**src/rtl/ex_mul_div_pkg.sv**
```systemverilog
// Shared definitions for the EX-stage multiply/divide unit: op codes,
// FSM state encodings and iteration count. The ID-stage decode uses the
// same op codes.
package ex_mul_div_pkg;

    localparam logic [1:0] MULDIV_OP_MULT  = 2'b00;
    localparam logic [1:0] MULDIV_OP_MULTU = 2'b01;
    localparam logic [1:0] MULDIV_OP_DIV   = 2'b10;
    localparam logic [1:0] MULDIV_OP_DIVU  = 2'b11;

    localparam int MD_ITER = 32;

    typedef enum logic [1:0] {
        MD_IDLE = 2'd0,
        MD_CALC = 2'd1,
        MD_FIX  = 2'd2
    } md_state_t;

    function automatic logic op_is_div(input logic [1:0] o);
        return (o == MULDIV_OP_DIV) || (o == MULDIV_OP_DIVU);
    endfunction

    function automatic logic op_is_signed(input logic [1:0] o);
        return (o == MULDIV_OP_MULT) || (o == MULDIV_OP_DIV);
    endfunction

endpackage

```
**src/rtl/ex_div_step.sv**
```systemverilog
// One restoring-division iteration: shift the next dividend bit into the
// partial remainder and subtract the divisor when it fits.
module ex_div_step #(
    parameter int WIDTH = 32
) (
    input  logic [WIDTH-1:0] rem,
    input  logic [WIDTH-1:0] quo,
    input  logic [WIDTH-1:0] divisor,
    output logic [WIDTH-1:0] rem_next,
    output logic [WIDTH-1:0] quo_next
);

    logic [WIDTH:0] shifted;

    // Trial subtraction; the remainder before shifting is always below the
    // divisor, so the restored result fits back into WIDTH bits.
    always_comb begin
        shifted = {rem, quo[WIDTH-1]};
        if (shifted >= {1'b0, divisor}) begin
            rem_next = shifted[WIDTH-1:0] - divisor;
            quo_next = {quo[WIDTH-2:0], 1'b1};
        end else begin
            rem_next = shifted[WIDTH-1:0];
            quo_next = {quo[WIDTH-2:0], 1'b0};
        end
    end

endmodule

```
**src/rtl/ex_mul_div.sv**
```systemverilog
// EX-stage multi-cycle multiply/divide unit producing {hi, lo}.
// Operands are converted to magnitudes on entry; the sign is reapplied in
// FIX. Optional macro MULDIV_FAST_MUL_EN: MULT/MULTU form the product in a
// single combinational multiply (IDLE->FIX) instead of 32 shift-add steps.
module ex_mul_div
    import ex_mul_div_pkg::*;
#(
    parameter int WIDTH = 32
) (
    input  logic             clk,
    input  logic             rst,
    input  logic             start,
    input  logic [1:0]       op,
    input  logic [WIDTH-1:0] operand_1,
    input  logic [WIDTH-1:0] operand_2,
    input  logic             flush,
    output logic             busy,
    output logic             stall_req,
    output logic             done,
    output logic [WIDTH-1:0] hi,
    output logic [WIDTH-1:0] lo
);

    md_state_t          state;
    logic [4:0]         count;
    logic [1:0]         op_r;
    logic               div0_r;
    logic               neg_1_r;
    logic               neg_2_r;
    logic [WIDTH-1:0]   mag_r;      // multiplicand (MUL) or divisor (DIV)
    logic [2*WIDTH-1:0] acc_r;      // MUL: {upper, multiplier}; DIV: {rem, quo}

    logic               signed_s;
    logic [WIDTH-1:0]   mag_1_s;
    logic [WIDTH-1:0]   mag_2_s;
    logic [WIDTH:0]     add_s;
    logic [2*WIDTH-1:0] mul_next_s;
    logic [WIDTH-1:0]   rem_next_s;
    logic [WIDTH-1:0]   quo_next_s;
    logic [2*WIDTH-1:0] prod_s;
    logic [WIDTH-1:0]   fix_hi_s;
    logic [WIDTH-1:0]   fix_lo_s;

    assign stall_req = busy | (start & ~flush);

    // Operand magnitudes for signed ops, taken at the start request.
    always_comb begin
        signed_s = op_is_signed(op);
        mag_1_s  = (signed_s && operand_1[WIDTH-1]) ? (-operand_1) : operand_1;
        mag_2_s  = (signed_s && operand_2[WIDTH-1]) ? (-operand_2) : operand_2;
    end

    // One shift-add multiply step: add multiplicand into the upper half when
    // the current multiplier bit is set, then shift the whole accumulator.
    always_comb begin
        add_s      = {1'b0, acc_r[2*WIDTH-1:WIDTH]} +
                     (acc_r[0] ? {1'b0, mag_r} : {(WIDTH+1){1'b0}});
        mul_next_s = {add_s, acc_r[WIDTH-1:1]};
    end

    ex_div_step #(.WIDTH(WIDTH)) u_div_step (
        .rem      (acc_r[2*WIDTH-1:WIDTH]),
        .quo      (acc_r[WIDTH-1:0]),
        .divisor  (mag_r),
        .rem_next (rem_next_s),
        .quo_next (quo_next_s)
    );

    // Unsigned product of the magnitudes, either accumulated or direct.
    always_comb begin
`ifdef MULDIV_FAST_MUL_EN
        prod_s = {{WIDTH{1'b0}}, mag_r} * {{WIDTH{1'b0}}, acc_r[WIDTH-1:0]};
`else
        prod_s = acc_r;
`endif
    end

    // Sign fix: product/quotient negate on differing signs, remainder follows
    // the dividend. Divide-by-zero passes the stored raw values through.
    always_comb begin
        fix_hi_s = acc_r[2*WIDTH-1:WIDTH];
        fix_lo_s = acc_r[WIDTH-1:0];
        if (div0_r) begin
            fix_hi_s = acc_r[2*WIDTH-1:WIDTH];
            fix_lo_s = acc_r[WIDTH-1:0];
        end else if (op_is_div(op_r)) begin
            fix_hi_s = neg_1_r ? (-acc_r[2*WIDTH-1:WIDTH]) : acc_r[2*WIDTH-1:WIDTH];
            fix_lo_s = (neg_1_r ^ neg_2_r) ? (-acc_r[WIDTH-1:0]) : acc_r[WIDTH-1:0];
        end else if (neg_1_r ^ neg_2_r) begin
            {fix_hi_s, fix_lo_s} = -prod_s;
        end else begin
            {fix_hi_s, fix_lo_s} = prod_s;
        end
    end

    // Control FSM with registered busy/done/hi/lo; flush overrides everything.
    always_ff @(posedge clk or posedge rst) begin
        if (rst) begin
            state   <= MD_IDLE;
            count   <= 5'd0;
            op_r    <= 2'b00;
            div0_r  <= 1'b0;
            neg_1_r <= 1'b0;
            neg_2_r <= 1'b0;
            mag_r   <= {WIDTH{1'b0}};
            acc_r   <= {(2*WIDTH){1'b0}};
            busy    <= 1'b0;
            done    <= 1'b0;
            hi      <= {WIDTH{1'b0}};
            lo      <= {WIDTH{1'b0}};
        end else if (flush) begin
            state <= MD_IDLE;
            count <= 5'd0;
            busy  <= 1'b0;
            done  <= 1'b0;
        end else begin
            case (state)
                MD_IDLE: begin
                    done <= 1'b0;
                    if (start) begin
                        op_r    <= op;
                        neg_1_r <= signed_s & operand_1[WIDTH-1];
                        neg_2_r <= signed_s & operand_2[WIDTH-1];
                        count   <= 5'd0;
                        busy    <= 1'b1;
                        if (op_is_div(op) && (operand_2 == {WIDTH{1'b0}})) begin
                            div0_r <= 1'b1;
                            acc_r  <= {operand_1, {WIDTH{1'b1}}};
                            state  <= MD_FIX;
                        end else if (op_is_div(op)) begin
                            div0_r <= 1'b0;
                            mag_r  <= mag_2_s;
                            acc_r  <= {{WIDTH{1'b0}}, mag_1_s};
                            state  <= MD_CALC;
                        end else begin
                            div0_r <= 1'b0;
                            mag_r  <= mag_1_s;
                            acc_r  <= {{WIDTH{1'b0}}, mag_2_s};
`ifdef MULDIV_FAST_MUL_EN
                            state  <= MD_FIX;
`else
                            state  <= MD_CALC;
`endif
                        end
                    end else begin
                        state <= MD_IDLE;
                    end
                end
                MD_CALC: begin
                    done  <= 1'b0;
                    acc_r <= op_is_div(op_r) ? {rem_next_s, quo_next_s} : mul_next_s;
                    count <= count + 5'd1;
                    if (count == 5'(MD_ITER - 1)) begin
                        state <= MD_FIX;
                    end else begin
                        state <= MD_CALC;
                    end
                end
                MD_FIX: begin
                    hi    <= fix_hi_s;
                    lo    <= fix_lo_s;
                    done  <= 1'b1;
                    busy  <= 1'b0;
                    state <= MD_IDLE;
                end
                default: begin
                    state <= MD_IDLE;
                    busy  <= 1'b0;
                    done  <= 1'b0;
                end
            endcase
        end
    end

endmodule

```
**config.mk**
```make
export PLATFORM = sky130hd
export DESIGN_NAME = ex_mul_div
export DESIGN_NICKNAME = d
export VERILOG_FILES = /design/src/rtl/ex_mul_div_pkg.sv /design/src/rtl/ex_div_step.sv /design/src/rtl/ex_mul_div.sv
export SDC_FILE = /design/constraint.sdc
export NUM_CORES = 1
export LEC_CHECK = 0
export CORE_MARGIN = 4
export CORE_UTILIZATION = 55
export CTS_CLUSTER_DIAMETER = 120
export DETAILED_ROUTE_END_ITERATION = 8
export PLACE_DENSITY = 0.77
export SYNTH_ARGS = -nofsm -noshare
export SYNTH_HDL_FRONTEND = slang
export SYNTH_SLANG_ARGS = --single-unit
export TNS_END_PERCENT = 100
```
**constraint.sdc**
```tcl
create_clock -name clk -period 6.8 [get_ports clk]
set_input_delay 0.68 -clock clk [delete_from_list [all_inputs] [get_ports clk]]
set_output_delay 0.68 -clock clk [all_outputs]
set_load 0.05 [all_outputs]
```
==> qor.yml <==
row_count: 60
hold_depth: 2
worstPathMaxFanout: 44
ctsLongestPathBuffers: 2
arrival_ps: 4610
drt-total-wl_um: 50000
synth_area_leaders: "dfrtp_1 (29%), a21oi_1 (8.4%), xnor2_1 (6.5%), nor2_1 (6.3%), ha_1 (5.8%)"
status: "finished, final reports clean"
final_nets: 2154
fp.dieW_um: 174
initial_core_util_pct: 55.9
via_per_inst: 6.38
endpoint_kind: "flop"
worstSetupStartpointType: "input pin"
fp.dieArea_um2: 30100
clk_pin_slew_ps: 90
synth_edf_count: 0
gp_congestion: 0.983
postCtsResizedCells: 0
synth_flop_cell: "dfrtp_1"
grt_max_degree: 107
leakagePower_uw: 0.00722
drive_gt1_share_pct: 5.58
crit_type: "input pin to flop"
tightest_slew_ps: 1220
async_flop_share_pct: 100
cts.sinks: 173
hp-start: "mag_r[20]"
io_pins: 137
yosysUniqueCellTypes: 89
maxSlewHeadroom_pct: 18.2
post_cts.repair.setup_buffers: 0
worst_ir_drop_vdd_mv: 0.263
setup_viol: 0
numCtsBuffers: 17
syn-num-nets: 2110
dp_hpwl_um: 37800
powerDensity_nw_per_um2: 373
cts_tree: "done"
coreArea_um2: 27000
root_buffer: "clkbuf_16"
worstSkewPairLatency_ps: 450
grt.total_usage_pct: 32.3
netlist_instances: 1968
post-route-period-util_pct: 62.6
postRouteAntennaNets: 0
ys_ff_latch: 173
overflow: 0
synth_largest_area_cell: "dfrtp_1"
cts_max_level: 4
ys_seq_area_share_pct: 28.7
drc_errors: 0
synth_area_um2: 15100
max_cap_violations: 0
yosys_warnings: 0
cp.required_ps: 7150
first_global_vias: 14300
wl_met2_um: 22800
hold-path-endpoint: "mag_r[20]"
fmax_ghz: 0.235
place_ws_ps: 2170
top_layer: "met4"
final.fill_count: 2418
fin_crit_ps: 4260
die_height_um: 174
antenna_found_initial: 0
drt_first_pass_iters: 6
wl_per_cell_um: 21.1
finClkSkew_ps: 19.6
synth_top_area_share_pct: 28.7
r2r_slack_ps: 2720
worstHoldPathType: "flop to flop"
final-seq-area_um2: 4330
multiInputGateArea_um2: 9960
hold_buffers: 0
m1WireLength_um: 20700
syn_to_final_growth_pct: 13.2
num_vias: 15100
reg2reg_to: "acc_r[57]"
hold_violations: 0
drtIter0Drc: 1416
syn_area_per_cell_um2: 7.66
setup_ws_ps: 2540
drv_slew: 0
met3_length_um: 4130
tns_ps: 0
antenna_cells: 0
reg2reg_depth: 14
r2r_start: "acc_r[0]"
rsz0062_at_grt: "false"
grt_pass1_wl_um: 78100
portBuffers: 136
==> metal layers <==
metal / vias up / track usage, %
li1: 7097 / -
met1: 7099 / 43.2
met2: 758 / 52.2
met3: 135 / 4.32
met4: 0 / 14.7
met5: - / 0
==> metrics by stage <==
| stage | instances | hold slack [ps] | cell area (µm²) | util (%) | total power [µW] |
|---|---|---|---|---|---|
| CTS | 2366 | 504 | 17100 | 63.3 | 6270 |
| global route | 2366 | 545 | 17100 | 63.3 | 6770 |
| detailed placement | 2334 | 477 | 16500 | 61.1 | 5230 |
| finish | 2366 | 513 | 17100 | 63.3 | 6360 |
| floorplan | 1968 | 455 | 15100 | - | 4300 |
| global placement | 2334 | 471 | 16500 | 61.1 | 5190 |
==> where the power goes <==
| part | internal, µW | switching, µW | total, µW | leakage [µW] |
|---|---|---|---|---|
| registers | 1220 | 484 | 1700 | 0.00225 |
| clock network | 501 | 527 | 1030 | 0.000291 |
| logic | 1460 | 2170 | 3630 | 0.00468 |
| total | 3170 | 3180 | 6360 | 0.00722 |
==> sequential cells by signal (all words and copies together), names as in the netlist <==
signal,count
done,1
mag_r,32
neg_1_r,1
hi,32
op_r,1
neg_2_r,1
count,5
lo,32
div0_r,1
state,2
busy,1
acc_r,64
==> cell usage after synthesis, drive strengths merged, types with 19 or more instances <==
library cell / count
nor2: 254
o31ai: 19
a21oi: 256
inv: 65
xnor2: 111
ha: 70
xor2: 64
mux2i: 35
a211oi: 22
nor3: 47
nand2: 199
o21ai: 163
a21o: 26
o211ai: 33
a31oi: 39
buf: 32
dfrtp: 173
clkbuf: 96
==> layout by cell type, fill, tap and decap left out, types with 42 or more instances in the layout <==
| master | Yosys | final |
|---|---|---|
| a21oi_1 | 254 | 254 |
| clkdlybuf4s50_1 | 0 | 135 |
| dfrtp_1 | 173 | 172 |
| ha_1 | 70 | 70 |
| inv_1 | 64 | 63 |
| nand2_1 | 199 | 199 |
| nor2_1 | 253 | 252 |
| nor3_1 | 42 | 42 |
| o21ai_0 | 90 | 89 |
| o21ai_1 | 71 | 71 |
| xnor2_1 | 111 | 111 |
| xor2_1 | 64 | 64 |
==> cell type report <==
type                    count  share of cell area, %
clock inverters            14                  0.968
repair buffers            153                   8.70
inverters                  67                   1.50
multi-input cells        1600                   58.4
well taps                 341                   2.50
clock buffers              18                   2.52
flip-flops and latches    173                   25.4
==> kinds of logic after synthesis <==
logic type | Yosys count | synth area share (%)
xor gates and xnor gates | 175 | 10.2
buffers and inverters | 195 | 5.36
muxes | 52 | 3.60
and+or+nand+nor | 648 | 20.1
adders and majority gates | 72 | 6.08
DFF | 173 | 28.7
AOI/OAI and AO/OA | 653 | 26.0
==> how the worst max path moves through the flow <==
stage	start	endpoint	slack, ps
6_report	operand_2[2]	acc_r[27]	2540
5_1_grt	operand_2[2]	mag_r[28]	2140
4_1_cts	operand_2[2]	acc_r[27]	2600
3_5_place_dp	operand_2[2]	acc_r[27]	2170
3_3_place_gp	operand_2[2]	mag_r[30]	2300
2_1_floorplan	rst	acc_r[0]	1430
==> worst max-delay path: stages <==
cell,delay [ps]
clkdlybuf4s50_1,510
nor4_2,410
nand3b_1,220
nor3_2,300
and2_2,240
nor4b_4,360
and4b_1,250
buf_4,470
nand2b_1,820
a21oi_1,100
a311oi_1,240
(Power assumes the default switching activity.)
